<file path="src/rtl/maxnet_pkg.sv">
// Shared Maxnet constants: word geometry, loader state encoding and FP32 weights.
package maxnet_pkg;
   localparam int WORD_W   = 32;
   localparam int N_INPUTS = 4;

   typedef enum logic [1:0] {
      FILL   = 2'd0,
      LAUNCH = 2'd1,
      RUN    = 2'd2
   } loader_state_t;

   localparam logic [31:0] ONE = 32'h3F800000;
   localparam logic [31:0] EPS = 32'hBE4CCCCD;
endpackage

</file>
<file path="src/rtl/word_regfile.sv">
// N-word store: one synchronous write port with synchronous clear, one combinational read port.
import maxnet_pkg::*;

module word_regfile #(
   parameter int WORD_W = maxnet_pkg::WORD_W,
   parameter int DEPTH  = maxnet_pkg::N_INPUTS,
   parameter int ADDR_W = $clog2(maxnet_pkg::N_INPUTS)
) (
   input  logic              clk,
   input  logic              rst,
   input  logic              we,
   input  logic [ADDR_W-1:0] waddr,
   input  logic [WORD_W-1:0] wdata,
   input  logic [ADDR_W-1:0] raddr,
   output logic [WORD_W-1:0] rdata
);
   logic [DEPTH-1:0][WORD_W-1:0] mem;

   for (genvar i = 0; i < DEPTH; i++) begin : g_word
      always_ff @(posedge clk) begin
         if (rst)
            mem[i] <= '0;
         else if (we && waddr == ADDR_W'(i))
            mem[i] <= wdata;
      end
   end

   // Reads see the pre-edge contents, so a same-cycle write is visible only next cycle.
   assign rdata = mem[raddr];
endmodule

</file>
<file path="src/rtl/maxnet_input_loader.sv">
// Maxnet input memory writer: collects N_INPUTS stream words, pulses start, waits for done.
import maxnet_pkg::*;

module maxnet_input_loader #(
   parameter int WORD_W   = maxnet_pkg::WORD_W,
   parameter int N_INPUTS = maxnet_pkg::N_INPUTS,
   parameter int ADDR_W   = $clog2(maxnet_pkg::N_INPUTS),
   parameter int CNT_W    = 8
) (
   input  logic              clk,
   input  logic              rst,
   input  logic              in_valid,
   input  logic [WORD_W-1:0] in_data,
   output logic              in_ready,
   input  logic [ADDR_W-1:0] address,
   output logic [WORD_W-1:0] read_data,
   output logic              start,
   input  logic              done,
   output logic              busy,
   output logic [CNT_W-1:0]  frame_cnt
);
   loader_state_t     state, state_nxt;
   logic [ADDR_W-1:0] wr_ptr;
   logic              accept, last_word;

   assign accept    = in_valid && in_ready;
   assign last_word = (wr_ptr == ADDR_W'(N_INPUTS - 1));

   always_ff @(posedge clk) begin
      if (rst)
         state <= FILL;
      else
         state <= state_nxt;
   end

   always_comb begin
      state_nxt = state;
      case (state)
         FILL:    if (accept && last_word) state_nxt = LAUNCH;
         LAUNCH:  state_nxt = RUN;
         RUN:     if (done) state_nxt = FILL;
         default: state_nxt = FILL;
      endcase
   end

   always_comb begin
      in_ready = 1'b0;
      start    = 1'b0;
      busy     = 1'b0;
      case (state)
         FILL:    in_ready = !rst;
         LAUNCH:  begin start = 1'b1; busy = 1'b1; end
         RUN:     busy = 1'b1;
         default: ;
      endcase
   end

   always_ff @(posedge clk) begin
      if (rst) begin
         wr_ptr    <= '0;
         frame_cnt <= '0;
      end else begin
         if (accept)
            wr_ptr <= last_word ? '0 : wr_ptr + 1'b1;
         // RUN is left on the first done edge, so a held done counts once.
         if (state == RUN && done)
            frame_cnt <= frame_cnt + 1'b1;
      end
   end

   // accept already implies FILL, which keeps the store locked while Maxnet reads it.
   word_regfile #(
      .WORD_W (WORD_W),
      .DEPTH  (N_INPUTS),
      .ADDR_W (ADDR_W)
   ) u_regfile (
      .clk   (clk),
      .rst   (rst),
      .we    (accept),
      .waddr (wr_ptr),
      .wdata (in_data),
      .raddr (address),
      .rdata (read_data)
   );
endmodule
</file>
<file path="config.mk">
export PLATFORM = sky130hd
export DESIGN_NAME = maxnet_input_loader
export DESIGN_NICKNAME = d
export VERILOG_FILES = /design/src/rtl/maxnet_pkg.sv /design/src/rtl/word_regfile.sv /design/src/rtl/maxnet_input_loader.sv
export SDC_FILE = /design/constraint.sdc
export NUM_CORES = 1
export LEC_CHECK = 0
export ABC_AREA = 1
export ABC_CLOCK_PERIOD_IN_PS = 2150
export CORE_AREA = 4 4 99 148
export CTS_BUF_LIST = sky130_fd_sc_hd__clkbuf_4 sky130_fd_sc_hd__clkbuf_8
export CTS_CLUSTER_DIAMETER = 50
export DETAILED_ROUTE_END_ITERATION = 12
export DIE_AREA = 0 0 103 152
export GPL_TIMING_DRIVEN = 0
export PLACE_DENSITY = 0.76
export SETUP_SLACK_MARGIN = 0.15
export SYNTH_ARGS = -nofsm -noshare
export SYNTH_HDL_FRONTEND = slang
export SYNTH_SLANG_ARGS = --single-unit
</file>
<file path="constraint.sdc">
create_clock -name clk -period 2.15 [get_ports clk]
set_clock_uncertainty 0.15 [all_clocks]
set_input_delay 0.3225 -clock clk [delete_from_list [all_inputs] [get_ports clk]]
set_output_delay 0.3225 -clock clk [all_outputs]
set_load 0.05 [all_outputs]
</file>
; ---- Word level (Yosys, flattened, before mapping)
; Cells that the tools add are included.
[classes]
n_addsub = 2
n_lt_le_gt_ge = 1
n_eq_ne = 7
n_mux = 9
reduce_logical = 11
[op_table]
columns = operator, count
row1 = 32-bit binary-select mux with 2-bit select, 1
row2 = 32-bit 2-to-1 mux, 1
row3 = "8-bit by 1-bit adder with 8-bit output, second input constant", 1
row4 = "2-bit == test, second input constant", 3
row5 = 1-bit logical AND, 6
row6 = 2-bit 2-to-1 mux, 3
row7 = 2-bit case mux with 3 select lines, 1
row8 = "2-bit by 1-bit == test with 1-bit output, second input constant", 2
row9 = 2-bit zero test, 2
row10 = "2-bit != test, second input constant", 2
row11 = "2-bit by 3-bit less-than comparator with 1-bit output, second input constant", 1
row12 = 1-bit 2-to-1 mux, 3
row13 = "2-bit by 1-bit adder with 2-bit output, second input constant", 1
row14 = 2-bit AND reduction, 1
row15 = 2-bit OR reduction, 1
row16 = 1-bit zero test, 1
[word_totals]
regBits = 140
input_bits = 38
out_inout_bits = 43
wordCells = 37

; ---- Depth between registers and ports, before layout
[depth]
ltp_word = 6
mapped_depth = 9
depth_no_buf = 9

; ---- By module
; From an unflattened synthesis, not the netlist that was laid out.
[unflattened]
cells_unflattened = 1093
area_unflattened_um2 = 6885.4
[modules_own_cells]
columns = module, instances, cells_per_inst, area_per_inst_um2, seq_area_each_um2
row1 = word_regfile, 1, 1002, 6228.5, 2562.5
row2 = maxnet_input_loader, 1, 91, 656.9, 240.2

; ---- Worst setup path after synthesis
; No wires, ideal clock.
[synth_timing]
path_type = input-to-output
start = input port address[0]
end = output port read_data[10]
arrival_ps = 1599
required_ps = 1678
path_slack_ps = 79
path_stages = 4
path_buffers = 2
path_cell_list = buf_2 -> clkbuf_1 -> nor2_1 -> o22ai_1
[synth_between]
elab_chain_cells = 2
[synth_lines]
columns = item, line
row1 = from (decl), maxnet_input_loader.sv:15  ; input logic [ADDR_W-1:0] address,
row2 = 32-bit binary-select mux with 2-bit select, word_regfile.sv:29  ; assign rdata = mem[raddr];
row3 = 32-bit 2-to-1 mux (implied by the code), word_regfile.sv:29
row4 = to (decl), maxnet_input_loader.sv:16  ; output logic [WORD_W-1:0] read_data,
; Every way passes these cells. The select of a mux whose other input is x is not followed.

; ---- Worst setup path after layout
[layout_timing]
start = register state[1]
end = output port busy
[layout_between]
elab_chain_cells = 3
elab_cells_between_ends = 4
classes_between = 2 x eq/ne / 1 x mux / 1 x reduce/logical
[layout_lines]
columns = item, line
row1 = from (decl), maxnet_input_loader.sv:22  ; loader_state_t state, state_nxt;
row2 = from (signal assigned), maxnet_input_loader.sv:33  ; state <= state_nxt;
row3 = 2-bit == test / 2-bit by 1-bit == test with 1-bit output (equally long branches), maxnet_input_loader.sv:50  ; case (state)
row4 = 2-bit OR reduction (no line) (*), n/a
row5 = 1-bit 2-to-1 mux (*), maxnet_input_loader.sv:50
row6 = to (decl), maxnet_input_loader.sv:19  ; output logic busy,
; Mark *: on every way between the ends. The rest lies on a longest branch, timed or not.

==> flow_metrics.env <==
export IMPL_status="complete, no violations"
export IMPL_synth_seq_cells=140
export IMPL_netlist_area_um2=5900
export IMPL_dp_hpwl_mm=11.7
export IMPL_die_h_um=152
export IMPL_layout_area_overhead_vs_synth_pct=27.9
export IMPL_hold_class="flip-flop to flip-flop"
export IMPL_core_area_um2=13400
export IMPL_cts_max_path_buffers=2
export IMPL_gp_routability_congestion=0.843
export IMPL_irDropWorstVdd_mv=0.402
export IMPL_fin_crit_sh=0.898
export IMPL_p_total_uw=6940
export IMPL_crit_family="flip-flops"
export IMPL_antenna_left=0
export IMPL_worstPathRequired_ps=1680
export IMPL_multiInputGateArea_um2=2670
export IMPL_critPathBufInv=2
export IMPL_std_cell_rows=52
export IMPL_setup_violations=0
export IMPL_final_hold_viol_count=0
export IMPL_synth_seq_area_share=0.475
export IMPL_path_max_fanout=3
export IMPL_register_area_um2=2800
export IMPL_async_flop_share=0
export IMPL_initial_core_util=0.441
export IMPL_routed_wl_mm=17.1
export IMPL_grt_pass1_wl_mm=28.1
export IMPL_drtIter0Drc=375
export IMPL_syn_num_nets=817
export IMPL_rsz0062_at_grt="true"
export IMPL_cts_buffers_inserted=17
export IMPL_io_buffers=80
export IMPL_drc=0
export IMPL_die_x_um=103
export IMPL_dpl_instance_area_um2=7110
export IMPL_ys_warnings_count=0
export IMPL_synth_edf_count=0
export IMPL_vias_per_cell=5.43
export IMPL_finalMaxSlewViolations=0
export IMPL_insertion_delay_ps=440
export IMPL_slew_headroom=0.610
export IMPL_critPathCaptureType="primary output"
export IMPL_grt_max_degree=17
export IMPL_fmax_ghz=0.518
export IMPL_n_fill_cell=1242
export IMPL_maxCapViolCount=0
export IMPL_synth_cell_types=19
export IMPL_pin_count=81
export IMPL_cts_sinks=140
export IMPL_syn_avg_cell_area_um2=7.67
export IMPL_cts_root_buffer="clkbuf_8"
export IMPL_finalNetCount=916
export IMPL_power_leakage_uw=0.00317
export IMPL_netlist_instances=770
export IMPL_powerDensity_nw_per_um2=919
export IMPL_cpMaxStageDelayCell="dfxtp_1"
export IMPL_cp_cell_sequence="inv_1 > ha_2 > buf_2"
export IMPL_synthTopCellsByArea="dfxtp_1 47%, a21oi_1 11%, o21ai_0 9.4%, o21ai_1 7.1%, inv_1 5.3%"
export IMPL_cts_tree="done"
export IMPL_holdBufCountCts=0
export IMPL_cpPeakStageDelay_ps=370
export IMPL_synthFlopType="dfxtp_1"
export IMPL_finalCriticalPeriod_ps=1930
export IMPL_avgRoutedWirePerCell_um=16.4
export IMPL_grt_overflow=0
export IMPL_worst_pin_slew_ps=585
export IMPL_htreeDepth=4
export IMPL_grt_pass1_vias=5691
export IMPL_path_class="flip-flop to primary output"
export IMPL_antenna_found_initial=0
export IMPL_netlist_area_leader_share=0.475
export IMPL_die_area_um2=15700
export IMPL_drive_gt1_frac=0.175
export IMPL_synth_most_common_cell="dfxtp_1"
export IMPL_final_area_um2=7550
export IMPL_drt_pass1_iter_count=5
export IMPL_antenna_cells=0
export IMPL_synth_area_leader_cell="dfxtp_1"
export IMPL_synth_common_cells="140 x dfxtp_1, 134 x a21oi_1, 111 x o21ai_0"
export IMPL_grt_use_total=0.224
export IMPL_cts_setup_buffers=0
export IMPL_arrival_ps=1460
export IMPL_num_vias=5670
export IMPL_clk_pin_slew_worst_paths_ps=70
export IMPL_startpoint_type="flip-flop"
-- placed cells by master (no fill, tap or decap) --
| cell type | instances |
|---|---|
| ha_2 | 1 |
| ha_1 | 8 |
| o21ai_1 | 111 |
| nor2_1 | 80 |
| dfxtp_1 | 140 |
| o21ai_0 | 84 |
| buf_2 | 20 |
| inv_2 | 2 |
| inv_6 | 1 |
| clkbuf_4 | 14 |
| nand3_1 | 6 |
| buf_4 | 22 |
| clkbuf_2 | 5 |
| nor2_8 | 3 |
| clkbuf_1 | 14 |
| nand4_1 | 2 |
| nand2_1 | 21 |
| clkbuf_8 | 22 |
| a21oi_1 | 134 |
| inv_1 | 83 |
| clkinv_2 | 3 |
| clkinvlp_4 | 2 |
| clkinv_4 | 2 |
| nand3_4 | 1 |
| buf_6 | 20 |
| clkdlybuf4s15_2 | 1 |
| o22ai_2 | 32 |
| bufinv_16 | 3 |
| clkdlybuf4s50_1 | 35 |
| nor3_1 | 2 |
| dlygate4sd2_1 | 8 |
-- registers in the layout, indices dropped and copies added, names as in the netlist --
signal,count
frame_cnt,8
state,2
wr_ptr,2
u_regfile.mem,128
-- worst paths after layout --
check / start / slack [ps] / endpoint / cells after the start
setup / recovery: state[1] / 220 / busy / 3
hold / removal: u_regfile.mem[120] / 300 / u_regfile.mem[120] / 2
setup reg to reg: state[0] / 320 / u_regfile.mem[66] / 6
hold reg to reg: u_regfile.mem[120] / 300 / u_regfile.mem[120] / 2
-- cells by family after synthesis --
| group | Yosys count | share of synthesized area |
|---|---|---|
| adders and majority gates | 9 | 0.0191 |
| buffers and inverters | 145 | 0.107 |
| AOI/OAI and AO/OA | 361 | 0.313 |
| DFF | 140 | 0.475 |
| and+or+nand+nor | 115 | 0.0862 |
-- metrics by stage --
stage          hold slack (ps)   util  setup WS, ps  TNS [ps]  cells
2_1_floorplan              252      -           347         0    770
3_3_place_gp               285  0.530         -1010    -31020   1012
3_5_place_dp               288  0.530         -1020    -31590   1012
4_1_cts                    300  0.563           153         0   1044
5_1_grt                    312  0.563           135         0   1044
6_report                   299  0.563           220         0   1044
-- final cells by class --
class | count | area share
flip-flops and latches | 140 | 0.371
inverters | 86 | 0.0434
multi-input cells | 485 | 0.354
well taps | 162 | 0.0268
repair buffers | 80 | 0.0970
clock inverters | 10 | 0.0182
plain buffers | 59 | 0.0510
clock buffers | 22 | 0.0384
-- worst register-to-register path, delay by kind of cell, from the launching register on --
kind | cells | cell delay [ps]
compound gates | 1 | 130
flops | 1 | 330
fa+ha+maj | 1 | 250
buf+inv | 2 | 420
simple gates | 2 | 450
-- power by group --
group / internal [uW] / switching, uW
registers: 2840 / 135
logic: 581 / 1110
clock network: 1270 / 1010
total: 4690 / 2250
-- routing by layer --
metal  up-vias  global-route usage  wire (um)
li1       2810                   -          -
met1      2640               0.267       6880
met2       183               0.385       8890
met3        37              0.0472        941
met4         0              0.0883        408
met5         -                   0          0
-- what timing repair did --
action,4_1_cts,5_1_grt
gates cloned,0,0
endpoints found under the setup margin,43,38
resized for setup,286,15
(Power assumes the default switching activity.)
==> edit 1 (same flow settings) <==
Re-encode `loader_state_t` (3 states) as one-hot, 3 bits wide.
--- a/src/rtl/maxnet_pkg.sv
+++ b/src/rtl/maxnet_pkg.sv
@@ -5,6 +5,6 @@
 
-   typedef enum logic [1:0] {
-      FILL   = 2'd0,
-      LAUNCH = 2'd1,
-      RUN    = 2'd2
+   typedef enum logic [2:0] {
+      FILL   = 3'b001,
+      LAUNCH = 3'b010,
+      RUN    = 3'b100
    } loader_state_t;
Formal check against the unedited RTL: no difference found for any inputs over 4 cycles, from zero or initial values and one cycle with rst high; so few cycles prove little.
==> edit 1 against the original RTL <==
- power shrank 5.5%
- synthesized cell count grew 32%
- register-to-register slack lost 0.09 ns
- wire length grew 17%
- sequential cell count grew 1
- largest cell class is now multi-input combinational cells
- cell area grew 11%
- worst setup slack lost 0.033 ns
- area after synthesis grew 15%
- global-route usage grew 4.0 points
==> edit 1: results <==
{
  "ys_seq_area_share_pct": 41.7,
  "synth_compound_area_share_pct": 8.64,
  "synthAdderAreaFrac_pct": 0.925,
  "path_clk_slew_ns": 0.07,
  "gp_congestion": 0.880,
  "routed.top_layer": "met4",
  "htreeDepth": 4,
  "worst_path_largest_cell_delay_ns": 0.24,
  "overflow": 0,
  "r2r-end": "u_regfile.mem[93]$_SDFFE_PP0P_",
  "slew-limit-headroom_pct": 58.6,
  "root_buffer": "clkbuf_8",
  "path_max_fanout": 10,
  "netlist_top_cells_count": "nor2_1, nand2_1, dfxtp_1",
  "dr_wl_met3_um": 1430,
  "drt-initial-drc-count": 523,
  "biggestRegsByFlops": "u_regfile.mem: 128 flops, frame_cnt: 8 flops, state: 3 flops",
  "crit_family": "buffers and inverters",
  "rr_worst_depth": 7,
  "rrSetupSlack_ns": 0.23,
  "drt-total-wl_um": 20100,
  "timing.hold.ws_ns": 0.331,
  "timing.rr.start": "wr_ptr[0]$_SDFFE_PP0P_",
  "whs_endpoint": "u_regfile.mem[41]$_SDFFE_PP0P_",
  "fillers": 1271,
  "outcome": "complete, no violations",
  "synthXorXnorAreaFrac_pct": 0.129,
  "layout-drive-gt1-share_pct": 15.0,
  "leakage_nw": 3.74,
  "grt_util_met1_pct": 31.3,
  "synthTopCellsByArea": "dfxtp_1, nor2_1, nand3_1",
  "nets": 1160,
  "syn_nets": 1061,
  "grt_pass1_wl_um": 32300,
  "met3_usage_pct": 4.95,
  "synth.distinct_cells": 27,
  "dp_hpwl_um": 13900,
  "wl_met1_um": 7780,
  "clk_path_buf_depth": 2,
  "dr_wl_met2_um": 10400,
  "viasPerCell": 5.32,
  "met2_usage_pct": 45.5,
  "peakVddDrop_mv": 0.539,
  "worstHoldStart": "u_regfile.mem[41]$_SDFFE_PP0P_",
  "gr-usage-all-layers_pct": 26.5,
  "cpMaxStageDelayCell": "clkdlybuf4s15_2",
  "grt_pass1_vias": 6546
}
[edit 1: cell count changes in the layout (fill, tap and decap cells not counted), sizes merged, moves of 4 or more]
cell,change
a21oi,-128
buf,+10
clkbuf,+5
ha,-4
inv,-34
nand2,+137
nand3,+130
nor2,+252
o21ai,-127
[edit 1: power breakdown]
| part | internal [mW] | switching (mW) |
|---|---|---|
| clock | 1.38 | 1.03 |
| combinational | 0.452 | 0.889 |
| sequential | 2.74 | 0.0666 |
[edit 1: through the flow]
step | setup WS, ns | instances | area (sq um)
2_1_floorplan | 0.274 | 1018 | 6970
3_3_place_gp | -1.25 | 1260 | 7970
3_5_place_dp | -1.24 | 1260 | 7970
4_1_cts | 0.151 | 1292 | 8410
5_1_grt | 0.0917 | 1292 | 8420
6_report | 0.188 | 1292 | 8420
[edit 1: layout make-up]
type	instances	share of cell area, %
multi-input cells	747	41.8
flip-flops and latches	141	33.5
repair buffers	80	8.32
plain buffers	76	6.14
clock buffers	21	3.43
inverters	54	2.47
well taps	162	2.41
clock inverters	11	1.93
[edit 1: repair_timing]
item | 4_1_cts | 5_1_grt
cloned | 0 | 0
endpoints found under the setup margin | 43 | 53
endpoints found under the hold margin | 0 | 0
resized for setup | 272 | 25
[edit 1: worst max path at each step]
stage	from	end	slack (ns)	cells past startpoint
2_1_floorplan	address[0]	read_data[22]	0.27	4
3_3_place_gp	address[0]	read_data[22]	-1.25	6
3_5_place_dp	address[0]	read_data[22]	-1.24	6
4_1_cts	rst	in_ready	0.15	4
5_1_grt	wr_ptr[0]$_SDFFE_PP0P_	u_regfile.mem[70]$_SDFFE_PP0P_	0.09	7
6_report	address[0]	read_data[9]	0.19	6
==> edit 2 (config.mk and constraints unchanged) <==
Without the edit above. Change the package constant `N_INPUTS` from 4 to 2.
--- a/src/rtl/maxnet_pkg.sv
+++ b/src/rtl/maxnet_pkg.sv
@@ -3,3 +3,3 @@
    localparam int WORD_W   = 32;
-   localparam int N_INPUTS = 4;
+   localparam int N_INPUTS = 2;
 
Interface: changed (resized address); port bits go from 81 to 80. The function was not compared with the original's and may differ.
==> edit 2 against the original RTL <==
- critical path type unchanged
- cell area decreased by 42%
- fmax increased by 0.23%
- area after synthesis decreased by 47%
- power decreased by 44%
- count of clock-buffer cells in the layout decreased by 12
- sequential power decreased by 45%
- sequential cell count decreased by 65
- synthesized cell count decreased by 44%
- wire length decreased by 47%
- largest power group unchanged
- worst setup slack improved by 0.0044 ns
==> edit 2: results <==
{
  "wire_per_inst_um": 13.2,
  "timing.rr.start": "state[1]$_SDFFE_PP0P_",
  "grt_pass1_vias": 3016,
  "layout_min_cycle_time_ns": 1.93,
  "netlist_top_cells_count": "nor2_1, dfxtp_1, a21oi_1",
  "r2r-end": "u_regfile.mem[21]$_SDFFE_PP0P_",
  "drt-initial-drc-count": 99,
  "synthTopCellsByArea": "dfxtp_1, nor2_1, a21oi_1",
  "biggestRegsByFlops": "u_regfile.mem: 64 flops, frame_cnt: 8 flops, state: 2 flops",
  "met2_usage_pct": 20.1,
  "rr_worst_depth": 8,
  "netlist_instances": 435,
  "layout-drive-gt1-share_pct": 19.3,
  "final_cells": 691,
  "io_buffers": 78,
  "whs_endpoint": "u_regfile.mem[26]$_SDFFE_PP0P_",
  "fillers": 1458,
  "worst_path_largest_cell_delay_ns": 0.34,
  "syn_nets": 477,
  "leakage_nw": 1.71,
  "numCtsBuffers": 9,
  "gr-usage-all-layers_pct": 12.2,
  "p_comb_mw": 1.25,
  "nets": 566,
  "internal_power_mw": 2.42,
  "dp_hpwl_um": 6760,
  "drtPass1Iterations": 4,
  "synth.distinct_cells": 21,
  "clkPwrFrac_pct": 26.1,
  "outcome": "complete, no violations",
  "ys_seq_area_share_pct": 47.7,
  "viasPerCell": 4.40,
  "dr_wl_met2_um": 4580,
  "slew-limit-headroom_pct": 63.8,
  "worstHoldStart": "u_regfile.mem[26]$_SDFFE_PP0P_",
  "largest_register_ffs": 64,
  "met3_usage_pct": 4.95,
  "htreeDepth": 3,
  "gp_congestion": 0.762,
  "crit_family": "buffers and inverters",
  "place_ws_ns": -0.599,
  "path_clk_slew_ns": 0.09,
  "place_area_sq_um": 4230,
  "timing.hold.ws_ns": 0.301,
  "placed_cells": 675,
  "grt_util_met1_pct": 13.9,
  "clkSinkCount": 75,
  "wl_met1_um": 3670,
  "combPwrFrac_pct": 32.1,
  "grt_pass1_wl_um": 14900
}
## edit 2: cell count changes in the layout (fill, tap and decap cells not counted), moves of 18 or more
cell | before | now
dfxtp_1 | 140 | 75
a21oi_1 | 134 | 44
o22ai_2 | 32 | 0
a21oi_2 | 0 | 26
nor2_1 | 80 | 102
o21ai_0 | 84 | 45
inv_1 | 83 | 50
buf_4 | 22 | 4
clkdlybuf4s15_2 | 1 | 22
o21ai_1 | 111 | 21
## edit 2: what timing repair did
item,in CTS,in global routing
endpoints found under the hold margin,0,0
gates cloned,0,0
setup endpoints to repair,43,31
gates resized for setup,107,23
## edit 2: worst reg2reg max path, delay by kind of cell, from the launching register on
| family | cells | cell delay [ns] |
|---|---|---|
| buffers and inverters | 3 | 0.42 |
| and+or+nand+nor | 3 | 0.41 |
| DFF | 1 | 0.34 |
| adders and majority gates | 1 | 0.22 |
| AOI/OAI and AO/OA | 1 | 0.17 |
## edit 2: how the worst max path moves through the flow
| stage | endpoint | depth (start not counted) |
|---|---|---|
| 4_1_cts | read_data[30] | 4 |
| 2_1_floorplan | read_data[26] | 3 |
| 3_5_place_dp | read_data[30] | 4 |
| 3_3_place_gp | read_data[30] | 4 |
| 5_1_grt | in_ready | 5 |
| 6_report | in_ready | 5 |
## edit 2: logic make-up after synthesis
group | count (synthesis) | synth area share (%)
AND/OR/NAND/NOR | 139 | 17.6
AO/OA/AOI/OAI | 137 | 21.9
flip-flops | 75 | 47.7
buffers and inverters | 79 | 10.8
adder cells (fa/ha/maj) | 5 | 1.99
## edit 2: final cells by class
class                      instances  area (sq um)  area share, %
clock buffer                      10           138           3.15
clock inverter                     6          46.3           1.06
buffer                            27           155           3.55
timing repair buffer              78           736           16.8
sequential                        75          1500           34.3
inverter                          52           195           4.46
tap                              162           203           4.63
multi-input combinational        281          1400           32.0
